File: src/rtl/lcd_pkg.sv
// rtl/lcd_pkg.sv - shared constants, state type and helpers for the LCD pin receiver
package lcd_pkg;

    localparam int LCD_WIDTH  = 160;
    localparam int LCD_HEIGHT = 144;

    typedef enum logic [1:0] {
        SEEK = 2'd0,
        WAIT = 2'd1,
        LINE = 2'd2
    } lcd_rx_state_t;

    // Row counter advances on every plain commit but must never wrap back to 0.
    function automatic logic [7:0] sat_inc8(input logic [7:0] v);
        return (v == 8'hFF) ? v : v + 8'd1;
    endfunction

endpackage

File: src/rtl/lcd_pin_sync.sv
// rtl/lcd_pin_sync.sv - per-pin synchronizer with history flop and edge detect
//
// Ports:
//   clk, nreset : sampling clock, asynchronous active-low reset
//   pin         : raw asynchronous pin
//   level       : synchronized pin level
//   rise, fall  : single-cycle edge indications derived from level vs. history
module lcd_pin_sync
    import lcd_pkg::*;
#(
    parameter int SYNC_STAGES = 2
) (
    input  logic clk,
    input  logic nreset,
    input  logic pin,
    output logic level,
    output logic rise,
    output logic fall
);

    logic [SYNC_STAGES-1:0] sync_q;
    logic [SYNC_STAGES-1:0] sync_d;
    logic                   hist_q;
    logic                   hist_d;

    always_comb begin
        sync_d[0] = pin;
        for (int i = 1; i < SYNC_STAGES; i++) begin
            sync_d[i] = sync_q[i-1];
        end
        hist_d = sync_q[SYNC_STAGES-1];
    end

    always_ff @(posedge clk or negedge nreset) begin
        if (!nreset) begin
            sync_q <= '0;
            hist_q <= 1'b0;
        end else begin
            sync_q <= sync_d;
            hist_q <= hist_d;
        end
    end

    assign level = sync_q[SYNC_STAGES-1];
    assign rise  = level & ~hist_q;
    assign fall  = ~level & hist_q;

endmodule

File: src/rtl/lcd_pin_receiver.sv
// rtl/lcd_pin_receiver.sv - panel-side receiver rebuilding pixel coordinates from LCD pins
//
// Ports:
//   clk, nreset          : sampling clock (>= 4x CP), asynchronous active-low reset
//   en                   : receiver enable; low holds the receiver in SEEK
//   cp, cpl, st, s, fr   : pixel clock, line latch, line start, frame sync, frame polarity pins
//   ld[1:0]              : pixel data pins
//   pix_valid/x/y/color  : one strobe per received pixel with its coordinates and value
//   line_done/frame_done : commit pulses
//   err_overrun/short/frame/fr : framing error pulses
module lcd_pin_receiver
    import lcd_pkg::*;
#(
    parameter int WIDTH       = LCD_WIDTH,
    parameter int HEIGHT      = LCD_HEIGHT,
    parameter int SYNC_STAGES = 2
) (
    input  logic       clk,
    input  logic       nreset,
    input  logic       en,
    input  logic       cp,
    input  logic       cpl,
    input  logic       st,
    input  logic       s,
    input  logic       fr,
    input  logic [1:0] ld,
    output logic       pix_valid,
    output logic [7:0] pix_x,
    output logic [7:0] pix_y,
    output logic [1:0] pix_color,
    output logic       line_done,
    output logic       frame_done,
    output logic       err_overrun,
    output logic       err_short,
    output logic       err_frame,
    output logic       err_fr
);

    localparam logic [7:0] W8     = 8'(WIDTH);
    localparam logic [7:0] H8     = 8'(HEIGHT);
    localparam logic [7:0] H_LAST = 8'(HEIGHT - 1);

    // Pin order: 0 cp, 1 cpl, 2 st, 3 s, 4 fr, 5 ld0, 6 ld1.
    logic [6:0] pin_raw;
    logic [6:0] pin_lvl;
    logic [6:0] pin_rise;
    logic [6:0] pin_fall;

    assign pin_raw = {ld, fr, s, st, cpl, cp};

    for (genvar i = 0; i < 7; i++) begin : g_sync
        lcd_pin_sync #(.SYNC_STAGES(SYNC_STAGES)) u_sync (
            .clk    (clk),
            .nreset (nreset),
            .pin    (pin_raw[i]),
            .level  (pin_lvl[i]),
            .rise   (pin_rise[i]),
            .fall   (pin_fall[i])
        );
    end

    logic       cp_fall;
    logic       cpl_rise;
    logic       st_rise;
    logic       s_lvl;
    logic       fr_lvl;
    logic [1:0] ld_lvl;
    logic       unused_pins;

    assign cp_fall     = pin_fall[0];
    assign cpl_rise    = pin_rise[1];
    assign st_rise     = pin_rise[2];
    assign s_lvl       = pin_lvl[3];
    assign fr_lvl      = pin_lvl[4];
    assign ld_lvl      = pin_lvl[6:5];
    assign unused_pins = ^{pin_lvl[2:0], pin_rise[0], pin_rise[6:3], pin_fall[6:1]};

    lcd_rx_state_t state_q, state_d;
    logic [7:0]    col_q, col_d;
    logic [7:0]    row_q, row_d;
    logic          fr_prev_q, fr_prev_d;
    logic          fr_valid_q, fr_valid_d;
    logic          pix_valid_q, pix_valid_d;
    logic [7:0]    pix_x_q, pix_x_d;
    logic [7:0]    pix_y_q, pix_y_d;
    logic [1:0]    pix_color_q, pix_color_d;
    logic          line_done_q, line_done_d;
    logic          frame_done_q, frame_done_d;
    logic          err_overrun_q, err_overrun_d;
    logic          err_short_q, err_short_d;
    logic          err_frame_q, err_frame_d;
    logic          err_fr_q, err_fr_d;

    // Event order within one cycle: a CP fall without ST is counted against the
    // current line before any commit; a commit then sees that column; an ST rise
    // rewinds afterwards, and a CP fall arriving with it lands at x=0.
    always_comb begin
        state_d       = state_q;
        col_d         = col_q;
        row_d         = row_q;
        fr_prev_d     = fr_prev_q;
        fr_valid_d    = fr_valid_q;
        pix_valid_d   = 1'b0;
        pix_x_d       = pix_x_q;
        pix_y_d       = pix_y_q;
        pix_color_d   = pix_color_q;
        line_done_d   = 1'b0;
        frame_done_d  = 1'b0;
        err_overrun_d = 1'b0;
        err_short_d   = 1'b0;
        err_frame_d   = 1'b0;
        err_fr_d      = 1'b0;

        if (!en) begin
            state_d     = SEEK;
            col_d       = '0;
            row_d       = '0;
            fr_prev_d   = 1'b0;
            fr_valid_d  = 1'b0;
            pix_x_d     = '0;
            pix_y_d     = '0;
            pix_color_d = '0;
        end else begin
            case (state_q)
                SEEK: begin
                    if (cpl_rise && s_lvl) begin
                        state_d = WAIT;
                        col_d   = '0;
                        row_d   = 8'd1;
                    end
                end
                WAIT, LINE: begin
                    if (state_q == LINE && cp_fall && !st_rise) begin
                        if (col_d < W8) begin
                            pix_valid_d = 1'b1;
                            pix_x_d     = col_d;
                            pix_y_d     = row_d;
                            pix_color_d = ld_lvl;
                            col_d       = col_d + 8'd1;
                        end else begin
                            err_overrun_d = 1'b1;
                        end
                    end

                    if (cpl_rise) begin
                        state_d     = WAIT;
                        line_done_d = 1'b1;
                        err_short_d = (col_d != W8);
                        if (s_lvl) begin
                            // S-marked commit closes line 0 of a new frame.
                            frame_done_d = (H_LAST == 8'd0);
                            err_frame_d  = (row_q != H8);
                            err_fr_d     = fr_valid_q && (fr_lvl == fr_prev_q);
                            fr_prev_d    = fr_lvl;
                            fr_valid_d   = 1'b1;
                            row_d        = 8'd1;
                        end else begin
                            frame_done_d = (row_q == H_LAST);
                            row_d        = sat_inc8(row_q);
                        end
                    end

                    if (st_rise) begin
                        state_d = LINE;
                        col_d   = '0;
                        if (cp_fall) begin
                            pix_valid_d = 1'b1;
                            pix_x_d     = 8'd0;
                            pix_y_d     = row_d;
                            pix_color_d = ld_lvl;
                            col_d       = 8'd1;
                        end
                    end
                end
                default: begin
                    state_d = SEEK;
                    col_d   = '0;
                    row_d   = '0;
                end
            endcase
        end
    end

    always_ff @(posedge clk or negedge nreset) begin
        if (!nreset) begin
            state_q       <= SEEK;
            col_q         <= '0;
            row_q         <= '0;
            fr_prev_q     <= 1'b0;
            fr_valid_q    <= 1'b0;
            pix_valid_q   <= 1'b0;
            pix_x_q       <= '0;
            pix_y_q       <= '0;
            pix_color_q   <= '0;
            line_done_q   <= 1'b0;
            frame_done_q  <= 1'b0;
            err_overrun_q <= 1'b0;
            err_short_q   <= 1'b0;
            err_frame_q   <= 1'b0;
            err_fr_q      <= 1'b0;
        end else begin
            state_q       <= state_d;
            col_q         <= col_d;
            row_q         <= row_d;
            fr_prev_q     <= fr_prev_d;
            fr_valid_q    <= fr_valid_d;
            pix_valid_q   <= pix_valid_d;
            pix_x_q       <= pix_x_d;
            pix_y_q       <= pix_y_d;
            pix_color_q   <= pix_color_d;
            line_done_q   <= line_done_d;
            frame_done_q  <= frame_done_d;
            err_overrun_q <= err_overrun_d;
            err_short_q   <= err_short_d;
            err_frame_q   <= err_frame_d;
            err_fr_q      <= err_fr_d;
        end
    end

    assign pix_valid   = pix_valid_q;
    assign pix_x       = pix_x_q;
    assign pix_y       = pix_y_q;
    assign pix_color   = pix_color_q;
    assign line_done   = line_done_q;
    assign frame_done  = frame_done_q;
    assign err_overrun = err_overrun_q;
    assign err_short   = err_short_q;
    assign err_frame   = err_frame_q;
    assign err_fr      = err_fr_q;

endmodule

File: config.mk
export PLATFORM = sky130hd
export DESIGN_NAME = lcd_pin_receiver
export DESIGN_NICKNAME = d
export VERILOG_FILES = /design/src/rtl/lcd_pkg.sv /design/src/rtl/lcd_pin_sync.sv /design/src/rtl/lcd_pin_receiver.sv
export SDC_FILE = /design/constraint.sdc
export NUM_CORES = 1
export LEC_CHECK = 0
export ABC_CLOCK_PERIOD_IN_PS = 2100
export CAP_MARGIN = 40
export CORE_MARGIN = 8
export CORE_UTILIZATION = 30
export CTS_BUF_LIST = sky130_fd_sc_hd__clkbuf_4 sky130_fd_sc_hd__clkbuf_8
export DETAILED_ROUTE_END_ITERATION = 8
export PLACE_DENSITY = 0.53
export SYNTH_ARGS = -nofsm -noshare
export SYNTH_HDL_FRONTEND = slang
export SYNTH_SLANG_ARGS = --single-unit
File: constraint.sdc
create_clock -name clk -period 2.1 [get_ports clk]
set_clock_uncertainty 0.1 [all_clocks]
set_input_delay 0.21 -clock clk [delete_from_list [all_inputs] [get_ports clk]]
set_output_delay 0.21 -clock clk [all_outputs]
set_load 0.1 [all_outputs]
# [After elaboration in Yosys (flattened, before gate mapping)]
# Index checks and enable logic that the tools add are counted.
[totals] ff_bits=62 output_inout_bits=25 elab_cells=129 input_bits=10
[classes] add_sub_neg=2 n_reduce_logical=9 n_mux=74 eq_ne=12 n_lt_le_gt_ge=1 bitwise_logic=6
[ops] op="two-way mux 8 bit" n=24
[ops] op="two-way mux 1 bit" n=37
[ops] op="case mux 8 bit (2 select lines)" n=2
[ops] op="two-way mux 2 bit" n=10
[ops] op="adder 8 x 1 -> 8 bit, second input constant" n=2
[ops] op="equality test 8 bit, second input constant" n=2
[ops] op="inequality test 8 bit, second input constant" n=2
[ops] op="< comparator 8 bit, second input constant" n=1
[ops] op="inequality test 2 x 1 -> 1 bit, second input constant" n=3
[ops] op="logical AND 1 bit" n=4
[ops] op="inequality test 4 bit, second input constant" n=1
[ops] op="case mux 2 bit (2 select lines)" n=1
[ops] op="AND 1 bit" n=3
[ops] op="inequality test 3 bit, second input constant" n=1
[ops] op="NOT 1 bit" n=3
[ops] op="AND reduction 3 bit" n=1
[ops] op="equality test 2 x 1 -> 1 bit, second input constant" n=1
[ops] op="equality test 2 bit, second input constant" n=1
[ops] op="logical NOT 2 bit" n=1
[ops] op="AND reduction 2 bit" n=1
[ops] op="OR reduction 2 bit" n=1
[ops] op="equality test 1 bit" n=1
[ops] op="logical NOT 1 bit" n=1

# [Logic depth before layout (Yosys ltp)]
# Gate-level depths: netlist of run 1.
[depth] depth_word=11 mapped_depth=9 depth_no_buf=8

# [Modules after synthesis]
# From an unflattened synthesis of run 1, not the netlist that was laid out.
[unflattened] cells_unflattened=319 area_unflattened_um2=3248.1
[modules_own_cells] mod="lcd_pin_receiver" instances=1 cells_per_inst=284 area_each_um2=2617.5
[modules_own_cells] mod="lcd_pin_sync" instances=7 cells_per_inst=5 area_each_um2=90.1

# [Worst setup path before layout of run 1]
# OpenSTA, ideal clock, no wires.
[synth_timing] path_type="register -> register" startpoint="reg state_q[0]" endpoint="reg err_short_q (netlist: err_short)" path_stages_with_launch=10 n_path_buf=1 slack_ps=99 t_arrival_ps=1770 setup_time_ps=131 t_required_ps=1869 synth_period_minus_slack_ps=2001 path_cell_list="dfrtp_1 inv_1 ha_1 nand3b_4 or3_4 buf_6 nor4_2 a21oi_1 nor3_1 a21oi_1"
[synth_between] elab_chain_len=10 elab_cells_between_ends=12 classes_between="3 x eq/ne; 6 x mux; 3 x reduce/logical"
[synth_rtl] item="start, declared" line="lcd_pin_receiver.sv:78" text="lcd_rx_state_t state_q, state_d;"
[synth_rtl] item="start signal, assigned" line="lcd_pin_receiver.sv:202" text="state_q <= state_d;"
[synth_rtl] item="equality test 2 bit" line="lcd_pin_receiver.sv:124, lcd_pin_receiver.sv:133"
[synth_rtl] item="logical AND 1 bit (2 in a row)" line="lcd_pin_receiver.sv:133" text="if (state_q == LINE && cp_fall && !st_rise) begin"
[synth_rtl] item="two-way mux 8 bit" line="lcd_pin_receiver.sv:133"
[synth_rtl] item="two-way mux 8 bit" line="lcd_pin_receiver.sv:124" text="case (state_q)"
[synth_rtl] item="two-way mux 8 bit" line="lcd_pin_receiver.sv:114" text="if (!en) begin"
[synth_rtl] item="inequality test 8 bit" line="lcd_pin_receiver.sv:148" text="err_short_d = (col_d != W8);"
[synth_rtl] item="two-way mux 1 bit" line="lcd_pin_receiver.sv:145" text="if (cpl_rise) begin"
[synth_rtl] item="two-way mux 1 bit (*)" line="lcd_pin_receiver.sv:124"
[synth_rtl] item="two-way mux 1 bit (*)" line="lcd_pin_receiver.sv:114"
[synth_rtl] item="named net err_short_d" line="lcd_pin_receiver.sv:90" text="logic err_short_q, err_short_d;"
[synth_rtl] item="end signal, assigned" line="lcd_pin_receiver.sv:214" text="err_short_q <= err_short_d;"
[synth_rtl] item="end, declared" line="lcd_pin_receiver.sv:90"
# The timed path passes the listed nets; every way through them passes the cells marked *. The select of a mux whose other input is x is not followed.
# A chain may end at the register's enable or synchronous reset.

# [Worst setup path after layout of run 1]
[layout_timing] startpoint="reg state_q[0]" endpoint="reg pix_y_q[1] (netlist: pix_y[1])"
[layout_between] elab_chain_len=8 elab_cells_between_ends=11 classes_between="3 x eq/ne; 5 x mux; 3 x reduce/logical"
[layout_rtl] item="equality test 2 bit" line="lcd_pin_receiver.sv:124, lcd_pin_receiver.sv:133"
[layout_rtl] item="logical AND 1 bit (2 in a row)" line="lcd_pin_receiver.sv:133"
[layout_rtl] item="two-way mux 8 bit" line="lcd_pin_receiver.sv:133"
[layout_rtl] item="two-way mux 8 bit" line="lcd_pin_receiver.sv:166" text="if (cp_fall) begin"
[layout_rtl] item="two-way mux 8 bit" line="lcd_pin_receiver.sv:163" text="if (st_rise) begin"
[layout_rtl] item="two-way mux 8 bit" line="lcd_pin_receiver.sv:124"
[layout_rtl] item="two-way mux 8 bit" line="lcd_pin_receiver.sv:114"
[layout_rtl] item="end signal, assigned" line="lcd_pin_receiver.sv:209" text="pix_y_q <= pix_y_d;"
[layout_rtl] item="end, declared" line="lcd_pin_receiver.sv:85" text="logic [7:0] pix_y_q, pix_y_d;"
# Several ways; a longest one is shown, not always the timed one. The select of a mux whose other input is x is not followed.

==> results of run 1 <==
[flip-flops by register name, indices dropped and copies added, names as in the netlist]
signal,count
col_q,8
err_fr,1
err_frame,1
err_overrun,1
err_short,1
fr_prev_q,1
fr_valid_q,1
frame_done,1
g_sync.u_sync.hist_q,3
g_sync.u_sync.sync_q,14
line_done,1
pix_color,2
pix_valid,1
pix_x,8
pix_y,8
row_q,8
state_q,2
[power by group through the flow]
stage	Clock (W)	Combinational (W)	Sequential (W)
floorplan	0	0.000273	0.00137
global placement	0	0.000578	0.00129
finish	0.00103	0.000593	0.00127
CTS	0.00107	0.000590	0.00127
global route	0.00111	0.000641	0.00128
detailed placement	0	0.000585	0.00129
[cells by family after synthesis]
group,count (synthesis),synth area share (%)
simple gates,107,19.74
compound gates,88,20.62
xor+xnor,2,0.5869
buf+inv,23,3.897
fa+ha+maj,6,2.515
flops,62,51.97
mux,2,0.6706
[path summary, 6_finish.rpt]
check / from / to / slack (ns) / cells after the start
setup / recovery: state_q[0] / pix_y[1] / 0.12 / 8
setup reg to reg: state_q[0] / pix_y[1] / 0.12 / 8
min in group asynchronous: nreset / g_sync[3].u_sync.sync_q[0] / 0.32 / 3
hold / removal: fr / g_sync[4].u_sync.sync_q[0] / 0.20 / 1
hold reg to reg: g_sync[0].u_sync.sync_q[0] / g_sync[0].u_sync.sync_q[1] / 0.25 / 0
max in group asynchronous: nreset / col_q[3] / 1.31 / 3
[synthesized netlist by cell type (all sizes together) (2+ instances only)]
library cell   n
a21oi         18
nand3b         4
nand3         11
nor4           3
and2           2
nor3          11
dfrtp         62
o41ai          3
nand2         31
clkbuf         8
a31oi          4
o32ai          4
nor2          28
nand2b         2
mux2i          2
buf            8
inv            6
or3            3
a22oi          3
a32o           3
o21a           2
nor3b          2
o31ai          2
o21ai         22
ha             6
o221ai         4
and3           3
nand4          3
a22o          14
o211ai         2
[worst register-to-register path, stage by stage (launching register included)]
cell	delay, ns
sky130_fd_sc_hd__dfrtp_1	0.40
sky130_fd_sc_hd__inv_1	0.09
sky130_fd_sc_hd__ha_2	0.20
sky130_fd_sc_hd__nand3b_4	0.12
sky130_fd_sc_hd__nor3_4	0.27
sky130_fd_sc_hd__and2_0	0.21
sky130_fd_sc_hd__nor2_2	0.11
sky130_fd_sc_hd__a22o_1	0.19
sky130_fd_sc_hd__o21a_1	0.18
[layout make-up]
| class | instances | area, um2 | area share [%] |
|---|---|---|---|
| clock buffer | 10 | 137.6 | 3.601 |
| clock inverter | 5 | 50.05 | 1.309 |
| inverter | 7 | 26.28 | 0.6874 |
| multi-input combinational | 205 | 1355 | 35.45 |
| sequential | 62 | 1551 | 40.59 |
| tap | 133 | 166.4 | 4.354 |
| timing repair buffer | 67 | 535.5 | 14.01 |
[routing by layer]
metal  up-vias  global-route usage, %
met2        84                  18.88
met3        15                  3.544
met5         -                      0
met4         0                  6.050
met1      1219                  16.95
li1       1196                      -
[metrics by stage]
stage | util, % | cell area [um2] | instances | setup slack [ns] | hold slack, ns
final | 39.29 | 3822 | 489 | 0.1243 | 0.2009
after global routing | 39.29 | 3822 | 489 | 0.001933 | 0.1936
after CTS | 38.90 | 3785 | 489 | 0.04673 | 0.1856
after detailed placement | 36.87 | 3587 | 473 | 0.06990 | 0.1485
after global placement | 36.87 | 3587 | 473 | 0.09896 | 0.1439
after floorplan | - | 2985 | 290 | 0.09880 | -0.1856
[timing repair]
item | CTS | global route
endpoints found under the setup margin | 0 | 3
gates resized for setup | 0 | 6
endpoints found under the hold margin | 62 | 0
hold buffers | 1 | 0
==> reports/summary.log, run 1 <==
qor: floorplan.die_w 115.8 um
qor: global_routing.pin_count_of_the_biggest_net_entering_global_routing 63
qor: synth.post_synth_instance_area 2985 um2
qor: clock_network.clk_path_buf_depth 2
qor: critical_path.critPathLaunchType flip-flop
qor: detailed_routing.met2_length 3612 um
qor: critical_path.worst_ep_required_time 2.23 ns
qor: critical_path.endpoint_kind flip-flop
qor: synth.post_synth_inst_count 290
qor: floorplan.placementRows 36
qor: clock_network.numClockSinks 62
qor: power_and_ir_drop.p_int 0.002004 W
qor: clock_network.clk_pin_slew_worst_paths 0.07 ns
qor: timing.clock.fmax 506.1 MHz
qor: synth.synth_top_flop_cell sky130_fd_sc_hd__dfrtp_1
qor: finish.area_growth 28.04%
qor: place.portBuffers 34
qor: status.run_status finished clean
qor: floorplan.start_util 30.68%
qor: detailed_routing.detailedRoute.firstIterationViolations 119
qor: synth.synth_top_area_share 51.97%
qor: power_and_ir_drop.ratio_of_total_power_to_cell_area 757.4 nW/um2
qor: critical_path.cp_num_buf_inv 1
qor: synth.syn_avg_cell_area 10.29 um2
qor: global_routing.vias_in_the_first_global_route 2439
qor: place.gp_congestion 0.8835
qor: critical_path.crit_arrival 2.11 ns
qor: clock_network.cts_tree built
qor: hold_path.min_path_type in2reg
qor: timing.timing.setup.tns 0 ns
qor: power_and_ir_drop.sw_frac_of_total 30.80%
qor: finish.insertedDiodeCount 0
qor: clock_network.clock_root_buffer_master sky130_fd_sc_hd__clkbuf_8
qor: timing.layout_worst_path_cycle_share 94.08%
qor: synth.synth_enable_flop_cells 0
qor: clock_network.cts_inserted_buffers 9
qor: global_routing.overall_global_routing_resource_usage 12.79%
qor: detailed_routing.routed_wl 8071 um
qor: finish.commonest_cells_after_routing_fill_and_taps_aside 62 x sky130_fd_sc_hd__dfrtp_1, 56 x sky130_fd_sc_hd__buf_4, 31 x sky130_fd_sc_hd__nand2_1, 27 x sky130_fd_sc_hd__nor2_1, 20 x sky130_fd_sc_hd__o21ai_0
qor: floorplan.dieArea 13400 um2
qor: clock_network.h-tree-depth 3
qor: clock_network.cts_setup_buffers 0
qor: floorplan.dieHeight 115.8 um
qor: timing.number_of_hold_violations_in_the_final_report 0
qor: power_and_ir_drop.power.static_leakage 1.723 nW
qor: detailed_routing.top_signal_layer_used met4
qor: power_and_ir_drop.irDropWorstVdd 275.2 uV
qor: synth.ys_top_cells_by_area sky130_fd_sc_hd__dfrtp_1 52%, sky130_fd_sc_hd__a22o_1 4.1%, sky130_fd_sc_hd__nand2_1 3.9%
qor: finish.post_route_cells_drive_above_1_share 25.00%
qor: power_and_ir_drop.clkPwrFrac 35.6%
qor: synth.synth-seq-area-share 51.97%
qor: finish.most_common_library_cell_in_the_layout_ignoring_fill_and_taps sky130_fd_sc_hd__dfrtp_1
qor: detailed_routing.final_antenna_net_count 0
qor: floorplan.core-area 9729 um2
qor: floorplan.top_level_ports 35
qor: power_and_ir_drop.net-switching-power 0.0008916 W
qor: timing.rsz_0062_raised_after_global_routing false
qor: critical_path.crit_path_top_delay_cell sky130_fd_sc_hd__dfrtp_1
qor: critical_path.crit_path_cell_chain inv_1 -> ha_2 -> nand3b_4 -> nor3_4 -> and2_0 -> nor2_2 -> a22o_1 -> o21a_1
qor: power_and_ir_drop.power.share.combinational 20.5%
qor: synth.postSynthRegisterBits 62
qor: power_and_ir_drop.p_seq_share 43.9%
qor: timing.timing_max_transition_violations_final 0
qor: clock_network.clock_latency_of_the_later_clocked_register_in_the_worst_skew_pair 0.34 ns
qor: synth.total_number_of_yosys_warnings 0
qor: timing.worst_slew_pin_slew 0.5512 ns
qor: place.dp.final_hpwl 5698 um
qor: detailed_routing.met3_wirelength 488 um
qor: flow_run.cap_viol_max_count 0
qor: synth.netlist.top_cell.by_area sky130_fd_sc_hd__dfrtp_1
qor: critical_path.critical_path_class reg2reg
qor: detailed_routing.route.detailed.wl_per_inst 16.51 um
qor: power_and_ir_drop.total_power_consumption 0.002895 W
qor: timing.period_minus_slack 1.976 ns
qor: global_routing.grt_pass1_wl 13120 um
qor: detailed_routing.drt_pre_antenna_iters 4
qor: timing.finalSetupViolations 0
qor: timing.slew-limit-headroom 63.12%
qor: global_routing.antenna_found_initial 0
qor: detailed_routing.via_per_inst 5.141
qor: critical_path.cpLargestDelayFamily simple AND/OR/NAND/NOR gates
qor: detailed_routing.post-route-drc-count 0
qor: synth.async_reset_ff_share 100.0%
qor: global_routing.grt-ovfl-total 0
qor: detailed_routing.met1_length 3780 um
qor: detailed_routing.vias 2514
qor: synth.yosysUniqueCellTypes 57
qor: finish.layout.nets 368
qor: synth.mappedNetlistNets 306
qor: critical_path.critical_path_peak_fanout 6
qor: finish.n_fill_cell 1004
qor: critical_path.cp_slowest_stage_delay 0.40 ns
(Power assumes the default switching activity.)
==> run 2: changes to the inputs <==
--- a/config.mk
+++ b/config.mk
@@ -5,7 +5,6 @@
 export SDC_FILE = /design/constraint.sdc
 export NUM_CORES = 1
 export LEC_CHECK = 0
-export ABC_CLOCK_PERIOD_IN_PS = 2100
 export CAP_MARGIN = 40
 export CORE_MARGIN = 8
 export CORE_UTILIZATION = 30
==> constraint.sdc (replaced) <==
create_clock -name clk -period 2.1 [get_ports clk]
set_clock_uncertainty 0.1 [all_clocks]
set_input_delay 0.21 -clock clk [delete_from_list [all_inputs] [get_ports clk]]
set_output_delay 0.21 -clock clk [all_outputs]
set_load 0.005 [all_outputs]
==> run 2 against run 1 <==
Sequential power hardly changed. Power down 1.4%. First-iteration DRC count increased by 32%. Critical path depth fell by 2. Register-to-register slack is essentially flat. Largest cell class unchanged.
==> reports/summary.log, run 2 (synthesis results as in run 1) <==
qor: status.run_status finished clean
qor: clock_network.clk_path_buf_depth 2 [unchanged]
qor: finish.final_cell_count_no_fill 487 [-0.41%]
qor: timing.finalSetupViolations 0 [unchanged]
qor: global_routing.vias_in_the_first_global_route 2530 [+3.7%]
qor: power_and_ir_drop.power.static_leakage 1.657 nW [-3.8%]
qor: detailed_routing.route.detailed.wl_per_inst 16.29 um [-1.3%]
qor: critical_path.critPathLaunchType flip-flop
qor: timing.slew-limit-headroom 74.86% [+12 points]
qor: timing.worst_slew_pin_slew 0.3722 ns [-0.1789 ns]
qor: finish.commonest_cells_after_routing_fill_and_taps_aside 62 x sky130_fd_sc_hd__dfrtp_1, 33 x sky130_fd_sc_hd__clkdlybuf4s50_1, 31 x sky130_fd_sc_hd__nand2_1, 28 x sky130_fd_sc_hd__buf_4, 26 x sky130_fd_sc_hd__nor2_1
qor: clock_network.h-tree-depth 3 [unchanged]
qor: power_and_ir_drop.clkPwrFrac 38.1% [+2.5 points]
qor: floorplan.top_level_ports 35 [unchanged]
qor: finish.post-route-util 39.75% [+0.46 points]
qor: global_routing.grt_pass1_wl 13080 um [-0.31%]
qor: floorplan.placementRows 36 [unchanged]
qor: global_routing.grt-ovfl-total 0 [unchanged]
qor: timing.timing_max_transition_violations_final 0 [unchanged]
qor: place.gp_congestion 0.8716 [-1.3%]
qor: critical_path.endpoint_kind flip-flop
qor: finish.post_route_cells_drive_above_1_share 18.08% [-6.9 points]
qor: power_and_ir_drop.power.share.combinational 17.5% [-3.0 points]
qor: place.pre_cts_ws 0.08805 ns [+0.01815 ns]
qor: global_routing.overall_global_routing_resource_usage 12.69% [-0.11 points]
qor: power_and_ir_drop.ratio_of_total_power_to_cell_area 738.4 nW/um2 [-2.5%]
qor: timing.period_minus_slack 1.966 ns [-0.01022 ns]
qor: power_and_ir_drop.net-switching-power 0.0008592 W [-3.6%]
qor: power_and_ir_drop.irDropWorstVdd 347.6 uV [+26%]
qor: finish.area_growth 29.55%
qor: hold_path.min_path_type in2reg
qor: finish.insertedDiodeCount 0 [unchanged]
qor: place.dp.final_hpwl 5598 um [-1.8%]
qor: critical_path.critical_path_class reg2reg
qor: clock_network.cts_inserted_buffers 9 [unchanged]
qor: power_and_ir_drop.p_int 0.001997 W [-0.35%]
qor: detailed_routing.detailedRoute.firstIterationViolations 157 [+32%]
qor: clock_network.numClockSinks 62 [unchanged]
qor: place.portBuffers 34 [unchanged]
qor: floorplan.dieHeight 115.8 um [unchanged]
qor: floorplan.die_w 115.8 um [unchanged]
qor: clock_network.clock_root_buffer_master sky130_fd_sc_hd__clkbuf_8
qor: detailed_routing.routed_wl 7931 um [-1.7%]
qor: timing.clock.fmax 508.8 MHz [+0.52%]
qor: power_and_ir_drop.total_power_consumption 0.002856 W [-1.4%]
qor: flow_run.cap_viol_max_count 0 [unchanged]
qor: power_and_ir_drop.p_seq_share 44.4% [+0.5 points]
qor: clock_network.cts_tree built
qor: timing.final.setup.worst_slack 0.1345 ns [+0.01022 ns]
qor: floorplan.core-area 9729 um2 [unchanged]
qor: timing.rsz_0062_raised_after_global_routing true
qor: timing.layout_worst_path_cycle_share 93.60% [-0.49 points]
qor: detailed_routing.via_per_inst 5.177 [+0.69%]
qor: clock_network.clk_pin_slew_worst_paths 0.08 ns [about the same]
qor: detailed_routing.final_antenna_net_count 0 [unchanged]
qor: clock_network.clock_latency_of_the_later_clocked_register_in_the_worst_skew_pair 0.35 ns [about the same]
qor: finish.largest_reg_flops 14 [unchanged]
qor: finish.most_common_library_cell_in_the_layout_ignoring_fill_and_taps sky130_fd_sc_hd__dfrtp_1
qor: critical_path.critical_path_peak_fanout 8 [+2]
qor: global_routing.pin_count_of_the_biggest_net_entering_global_routing 63 [unchanged]
qor: floorplan.start_util 30.68% [unchanged]
qor: detailed_routing.drt_pre_antenna_iters 4 [unchanged]
qor: detailed_routing.vias 2521 [+0.28%]
qor: finish.layout.nets 365 [-0.82%]
qor: critical_path.crit_arrival 2.09 ns [-0.02 ns]
qor: timing.number_of_hold_violations_in_the_final_report 0 [unchanged]
qor: critical_path.worst_ep_required_time 2.22 ns [about the same]
qor: place.dpl.cell_count 470 [-0.63%]
qor: power_and_ir_drop.sw_frac_of_total 30.09% [-0.71 points]
qor: global_routing.antenna_found_initial 0 [unchanged]
qor: floorplan.dieArea 13400 um2 [unchanged]
qor: detailed_routing.post-route-drc-count 0 [unchanged]
qor: finish.largest_register g_sync.u_sync.sync_q
## run 2: changes by cell type in the layout (fill, tap and decap cells not counted), sizes merged
cell | before | now
clkbuf | 10 | 9
clkinvlp | 0 | 1
inv | 6 | 9
buf | 58 | 30
clkdlybuf4s50 | 8 | 33
clkinv | 5 | 3
## run 2: per-layer routing
metal  vias up  GRT usage [%]  routed length [um]
met4         0          7.347                 224
met2        91          18.37                3453
met1      1220          16.36                3750
li1       1189              -                   -
met5         -              0                   0
met3        21          3.908                 502
## run 2: critical path, cell delays in order (launching register included)
cell	delay (ns)
sky130_fd_sc_hd__dfrtp_1	0.42
sky130_fd_sc_hd__and2b_1	0.30
sky130_fd_sc_hd__or3_4	0.48
sky130_fd_sc_hd__nor4_2	0.26
sky130_fd_sc_hd__a21oi_1	0.06
sky130_fd_sc_hd__nor3_1	0.13
sky130_fd_sc_hd__a21oi_1	0.08
## run 2: timing repair
item	in CTS	in global routing
setup endpoints to repair	0	12
resized for setup	0	7
setup buffers	0	0
endpoints found under the hold margin	62	0
hold buffers	1	0
## run 2: layout make-up
cell class,instances,area [um2]
clock buffers,9,123.9
clock inverters,7,81.33
fillers,1000,5862
inverters,7,26.28
multi-input cells,205,1343
flip-flops and latches,62,1551
well taps,133,166.4
repair buffers,64,575.6
## run 2: worst paths after layout
| kind | startpoint | end | slack (ns) | cells past startpoint |
|---|---|---|---|---|
| worst min register to register | g_sync[6].u_sync.sync_q[0] | g_sync[6].u_sync.sync_q[1] | 0.25 | 0 |
| worst min-delay path | fr | g_sync[4].u_sync.sync_q[0] | 0.19 | 1 |
| worst max register to register | g_sync[2].u_sync.sync_q[1] | err_short | 0.13 | 6 |
| max in group asynchronous | nreset | pix_y[6] | 1.32 | 3 |
| min in group asynchronous | nreset | g_sync[1].u_sync.sync_q[0] | 0.29 | 3 |
| worst max-delay path | g_sync[2].u_sync.sync_q[1] | err_short | 0.13 | 6 |
## run 2: per-stage QoR
step,hold slack (ns),setup TNS (ns),cell area (um2)
2_1_floorplan,-0.1856,0,2985
3_3_place_gp,0.1465,0,3627
3_5_place_dp,0.1489,0,3627
4_1_cts,0.1689,0,3842
5_1_grt,0.1795,-0.03958,3867
6_report,0.1923,0,3867
## run 2: power groups by stage
stage          Clock [W]  Combinational [W]  Sequential (W)
3_3_place_gp           0           0.000482         0.00129
5_1_grt          0.00117           0.000549         0.00127
2_1_floorplan          0           0.000273         0.00129
3_5_place_dp           0           0.000483         0.00129
6_report         0.00109           0.000499         0.00127
4_1_cts          0.00113           0.000486         0.00127
==> run 3: changes to the inputs <==
--- a/config.mk
+++ b/config.mk
@@ -5,6 +5,7 @@
 export SDC_FILE = /design/constraint.sdc
 export NUM_CORES = 1
 export LEC_CHECK = 0
+export ABC_AREA = 1
 export CAP_MARGIN = 40
 export CORE_MARGIN = 8
 export CORE_UTILIZATION = 30
==> run 3 against run 2 <==
Register-to-register slack gained 0.09 ns. Sequential power is essentially flat. Synthesized cell count rose by 27%. Routed wire length shrank 3.9%. Critical path depth stayed put. Sequential cell count unchanged. Combinational power up 15%. Worst hold slack lost 0.0049 ns. Count of clock-buffer cells in the layout grew 1. Critical endpoint is now col_q[0]. Largest power group unchanged.
==> reports/summary.log, run 3 <==
qor: synth.syn_avg_cell_area 8.469 um2 [-18%]
qor: timing.finalSetupViolations 0 [unchanged]
qor: clock_network.clock_latency_of_the_later_clocked_register_in_the_worst_skew_pair 0.35 ns [about the same]
qor: critical_path.regToRegEndpoint col_q[0]
qor: place.gp_congestion 0.9127 [+4.7%]
qor: synth.synth_top_family_by_area simple AND/OR/NAND/NOR gates
qor: flow_run.cap_viol_max_count 0 [unchanged]
qor: synth.netlist_top_cells_count 84 x sky130_fd_sc_hd__nand2_1, 62 x sky130_fd_sc_hd__dfrtp_1, 46 x sky130_fd_sc_hd__inv_1
qor: detailed_routing.post-route-drc-count 0 [unchanged]
qor: finish.post_route_cells_drive_above_1_share 15.24% [-2.8 points]
qor: hold_path.min_path_type in2reg
qor: power_and_ir_drop.irDropWorstVdd 376.5 uV [+8.3%]
qor: critical_path.rrSetupSlack 0.22 ns [+0.09 ns]
qor: global_routing.overall_global_routing_resource_usage 11.66% [-1.0 points]
qor: hold_path.holdCritStartpoint ld[1]
qor: synth.synth_compound_area_share 12.76% [-7.9 points]
qor: detailed_routing.met2_length 3464 um [+0.32%]
qor: finish.largest_reg_flops 14 [unchanged]
qor: detailed_routing.drt_pre_antenna_iters 4 [unchanged]
qor: synth.post_synth_inst_count 367 [+27%]
qor: synth.synthAdderAreaFrac 2.415% [-0.099 points]
qor: critical_path.cells_on_worst_reg2reg_path 6 [unchanged]
qor: floorplan.placementRows 37 [+2.8%]
qor: synth.synth_top_flop_cell sky130_fd_sc_hd__dfrtp_1
qor: global_routing.antenna_found_initial 0 [unchanged]
qor: clock_network.cts_tree built
qor: floorplan.die_w 117.8 um [+1.8%]
qor: clock_network.numClockSinks 62 [unchanged]
qor: place.portBuffers 34 [unchanged]
qor: timing.timing_max_transition_violations_final 0 [unchanged]
qor: finish.area_growth 25.24%
qor: global_routing.grt_pass1_wl 12850 um [-1.7%]
qor: clock_network.clock_root_buffer_master sky130_fd_sc_hd__clkbuf_8
qor: floorplan.start_util 30.52% [-0.17 points]
qor: critical_path.endpoint_kind flip-flop
qor: global_routing.vias_in_the_first_global_route 2458 [-2.8%]
qor: synth.mappedNetlistNets 383 [+25%]
qor: global_routing.grt-ovfl-total 0 [unchanged]
qor: critical_path.crit-reg2reg-launch state_q[1]
qor: detailed_routing.met1_length 3588 um [-4.3%]
qor: timing.slew-limit-headroom 70.35% [-4.5 points]
qor: synth.synth_enable_flop_cells 0 [unchanged]
qor: floorplan.core-area 10180 um2 [+4.7%]
qor: floorplan.dieHeight 117.8 um [+1.8%]
qor: timing.timing.setup.tns 0 ns [unchanged]
qor: synth.netlist.top_cell.by_area sky130_fd_sc_hd__dfrtp_1
qor: critical_path.crit_path_top_delay_cell sky130_fd_sc_hd__ha_1
qor: detailed_routing.top_signal_layer_used met4
qor: critical_path.crit_path_cell_chain inv_1 -> ha_1 -> nand2_1 -> inv_2 -> nand3_2 -> o221ai_1
qor: critical_path.critical_path_peak_fanout 8 [unchanged]
qor: floorplan.dieArea 13870 um2 [+3.5%]
qor: finish.layout.nets 431 [+18%]
qor: synth.synth_top_area_share 49.92% [-2.1 points]
qor: synth.async_reset_ff_share 100.0% [unchanged]
qor: clock_network.clk_pin_slew_worst_paths 0.07 ns [about the same]
qor: critical_path.crit_arrival 2.04 ns [-0.05 ns]
qor: finish.multi_input_logic_area 1297 um2 [-3.4%]
qor: timing.clock.fmax 531.9 MHz [+4.5%]
qor: synth.xor_and_xnor_fraction_of_the_mapped_netlist_area 0.5636% [-0.023 points]
qor: detailed_routing.met3_wirelength 433 um [-14%]
qor: hold_path.cell_depth_of_the_worst_min_delay_path 1 [unchanged]
qor: synth.synth-seq-area-share 49.92% [-2.1 points]
qor: finish.insertedDiodeCount 0 [unchanged]
qor: detailed_routing.final_antenna_net_count 0 [unchanged]
qor: synth.yosysUniqueCellTypes 35 [-39%]
qor: timing.layout_worst_path_cycle_share 89.53% [-4.1 points]
qor: clock_network.h-tree-depth 3 [unchanged]
qor: synth.synth-simple-area-share 25.85% [+6.1 points]
qor: timing.number_of_hold_violations_in_the_final_report 0 [unchanged]
qor: synth.post_synth_instance_area 3108 um2 [+4.1%]
qor: detailed_routing.routed_wl 7618 um [-3.9%]
qor: critical_path.critical_path_class reg2reg
qor: critical_path.critPathLaunchType flip-flop
qor: detailed_routing.vias 2572 [+2.0%]
qor: power_and_ir_drop.ratio_of_total_power_to_cell_area 792.0 nW/um2 [+7.3%]
qor: finish.commonest_cells_after_routing_fill_and_taps_aside 84 x sky130_fd_sc_hd__nand2_1, 62 x sky130_fd_sc_hd__dfrtp_1, 46 x sky130_fd_sc_hd__inv_1, 34 x sky130_fd_sc_hd__nor2_1, 33 x sky130_fd_sc_hd__clkdlybuf4s50_1
qor: finish.n_fill_cell 1025 [+2.5%]
qor: synth.ys_top_cells_by_area sky130_fd_sc_hd__dfrtp_1 50%, sky130_fd_sc_hd__nand2_1 10%, sky130_fd_sc_hd__inv_1 5.6%
qor: timing.final.setup.worst_slack 0.2198 ns [+0.08530 ns]
qor: finish.final-seq-area 1551 um2 [unchanged]
qor: critical_path.worst_ep_required_time 2.26 ns [+0.04 ns]
qor: clock_network.cts_inserted_buffers 9 [unchanged]
qor: floorplan.top_level_ports 35 [unchanged]
qor: timing.period_minus_slack 1.880 ns [-0.08530 ns]
qor: synth.postSynthRegisterBits 62 [unchanged]
qor: power_and_ir_drop.power.static_leakage 1.811 nW [+9.3%]
qor: detailed_routing.route.detailed.wl_per_inst 13.70 um [-16%]
qor: clock_network.clk_path_buf_depth 2 [unchanged]
qor: place.dp.final_hpwl 5347 um [-4.5%]
qor: status.run_status finished clean
qor: power_and_ir_drop.total_power_consumption 0.003083 W [+8.0%]
qor: synth.post-synth-top-count-cell sky130_fd_sc_hd__nand2_1
qor: synth.total_number_of_yosys_warnings 0 [unchanged]
qor: detailed_routing.detailedRoute.firstIterationViolations 150 [-4.5%]
qor: synth.synth_mux_area_share 0% [-0.67 points]
qor: finish.most_common_library_cell_in_the_layout_ignoring_fill_and_taps sky130_fd_sc_hd__nand2_1
qor: timing.worst_slew_pin_slew 0.4447 ns [+0.07246 ns]
qor: finish.largest_register g_sync.u_sync.sync_q
qor: hold_path.hold_path_end g_sync[6].u_sync.sync_q[0]
qor: critical_path.cp_slowest_stage_delay 0.43 ns [-0.05 ns]
qor: place.pre_cts_ws 0.1556 ns [+0.06758 ns]
qor: timing.rsz_0062_raised_after_global_routing false
qor: detailed_routing.via_per_inst 4.626 [-11%]
qor: global_routing.pin_count_of_the_biggest_net_entering_global_routing 63 [unchanged]
## run 3: cell types whose count changed after synthesis, moves of 12 or more
cell / before / now
sky130_fd_sc_hd__a22o_1: 14 / 0
sky130_fd_sc_hd__o21ai_1: 2 / 15
sky130_fd_sc_hd__o21ai_0: 20 / 8
sky130_fd_sc_hd__inv_1: 6 / 46
sky130_fd_sc_hd__nand3_1: 11 / 23
sky130_fd_sc_hd__o22ai_1: 0 / 12
sky130_fd_sc_hd__nand2_1: 31 / 84
## run 3: area by class of cell
type,count,area share [%]
multi-input cells,241,33.33
well taps,136,4.372
inverters,55,5.304
flip-flops and latches,62,39.86
clock inverters,6,2.443
repair buffers,46,11.31
clock buffers,10,3.375
## run 3: power breakdown
group,internal [W],total (W),leakage [nW],switching (W)
registers,0.00126,0.00130,0.822,0.0000448
clock network,0.000691,0.00120,0.114,0.000513
logic,0.000210,0.000575,0.875,0.000365
## run 3: worst max path at each step
stage                           from         to  slack [ns]  depth (start not counted)
after floorplan           state_q[0]  err_short        0.42                         10
after global placement            en   pix_x[7]        0.19                          5
after detailed placement          en   pix_x[7]        0.16                          5
after CTS                 state_q[0]  err_short        0.14                          9
after global routing      state_q[1]   col_q[6]        0.06                          8
final                     state_q[1]   col_q[0]        0.22                          6
## run 3: routing by layer
| layer | GRT usage, % | vias to the layer above |
|---|---|---|
| met5 | 0 | - |
| met4 | 5.444 | 0 |
| met3 | 4.029 | 15 |
| met2 | 17.18 | 62 |
| met1 | 14.99 | 1196 |
| li1 | - | 1299 |
## run 3: worst max-delay path, delay by kind of cell (launching register included)
| kind | cells | cell delay [ns] |
|---|---|---|
| AO/OA/AOI/OAI | 1 | 0.22 |
| adder cells (fa/ha/maj) | 1 | 0.43 |
| buffers and inverters | 2 | 0.24 |
| flip-flops | 1 | 0.38 |
| AND/OR/NAND/NOR | 2 | 0.43 |
## run 3: stage by stage
step	area [um2]	hold slack [ns]	util, %	std cells
floorplan	3108	-0.1856	-	367
global placement	3651	0.1493	35.85	539
detailed placement	3651	0.1547	35.85	539
CTS	3887	0.1679	38.17	556
global route	3892	0.1645	38.22	556
finish	3892	0.1874	38.22	556
## run 3: logic make-up after synthesis
family,after synthesis
buf+inv,64
compound gates,60
simple gates,173
xor+xnor,2
fa+ha+maj,6
flops,62
## run 3: what timing repair did
| item | 4_1_cts | 5_1_grt |
|---|---|---|
| hold buffers | 1 | 0 |
| setup endpoints to repair | 0 | 3 |
| endpoints found under the hold margin | 62 | 0 |
| setup buffers | 0 | 0 |
| gates resized for setup | 0 | 1 |
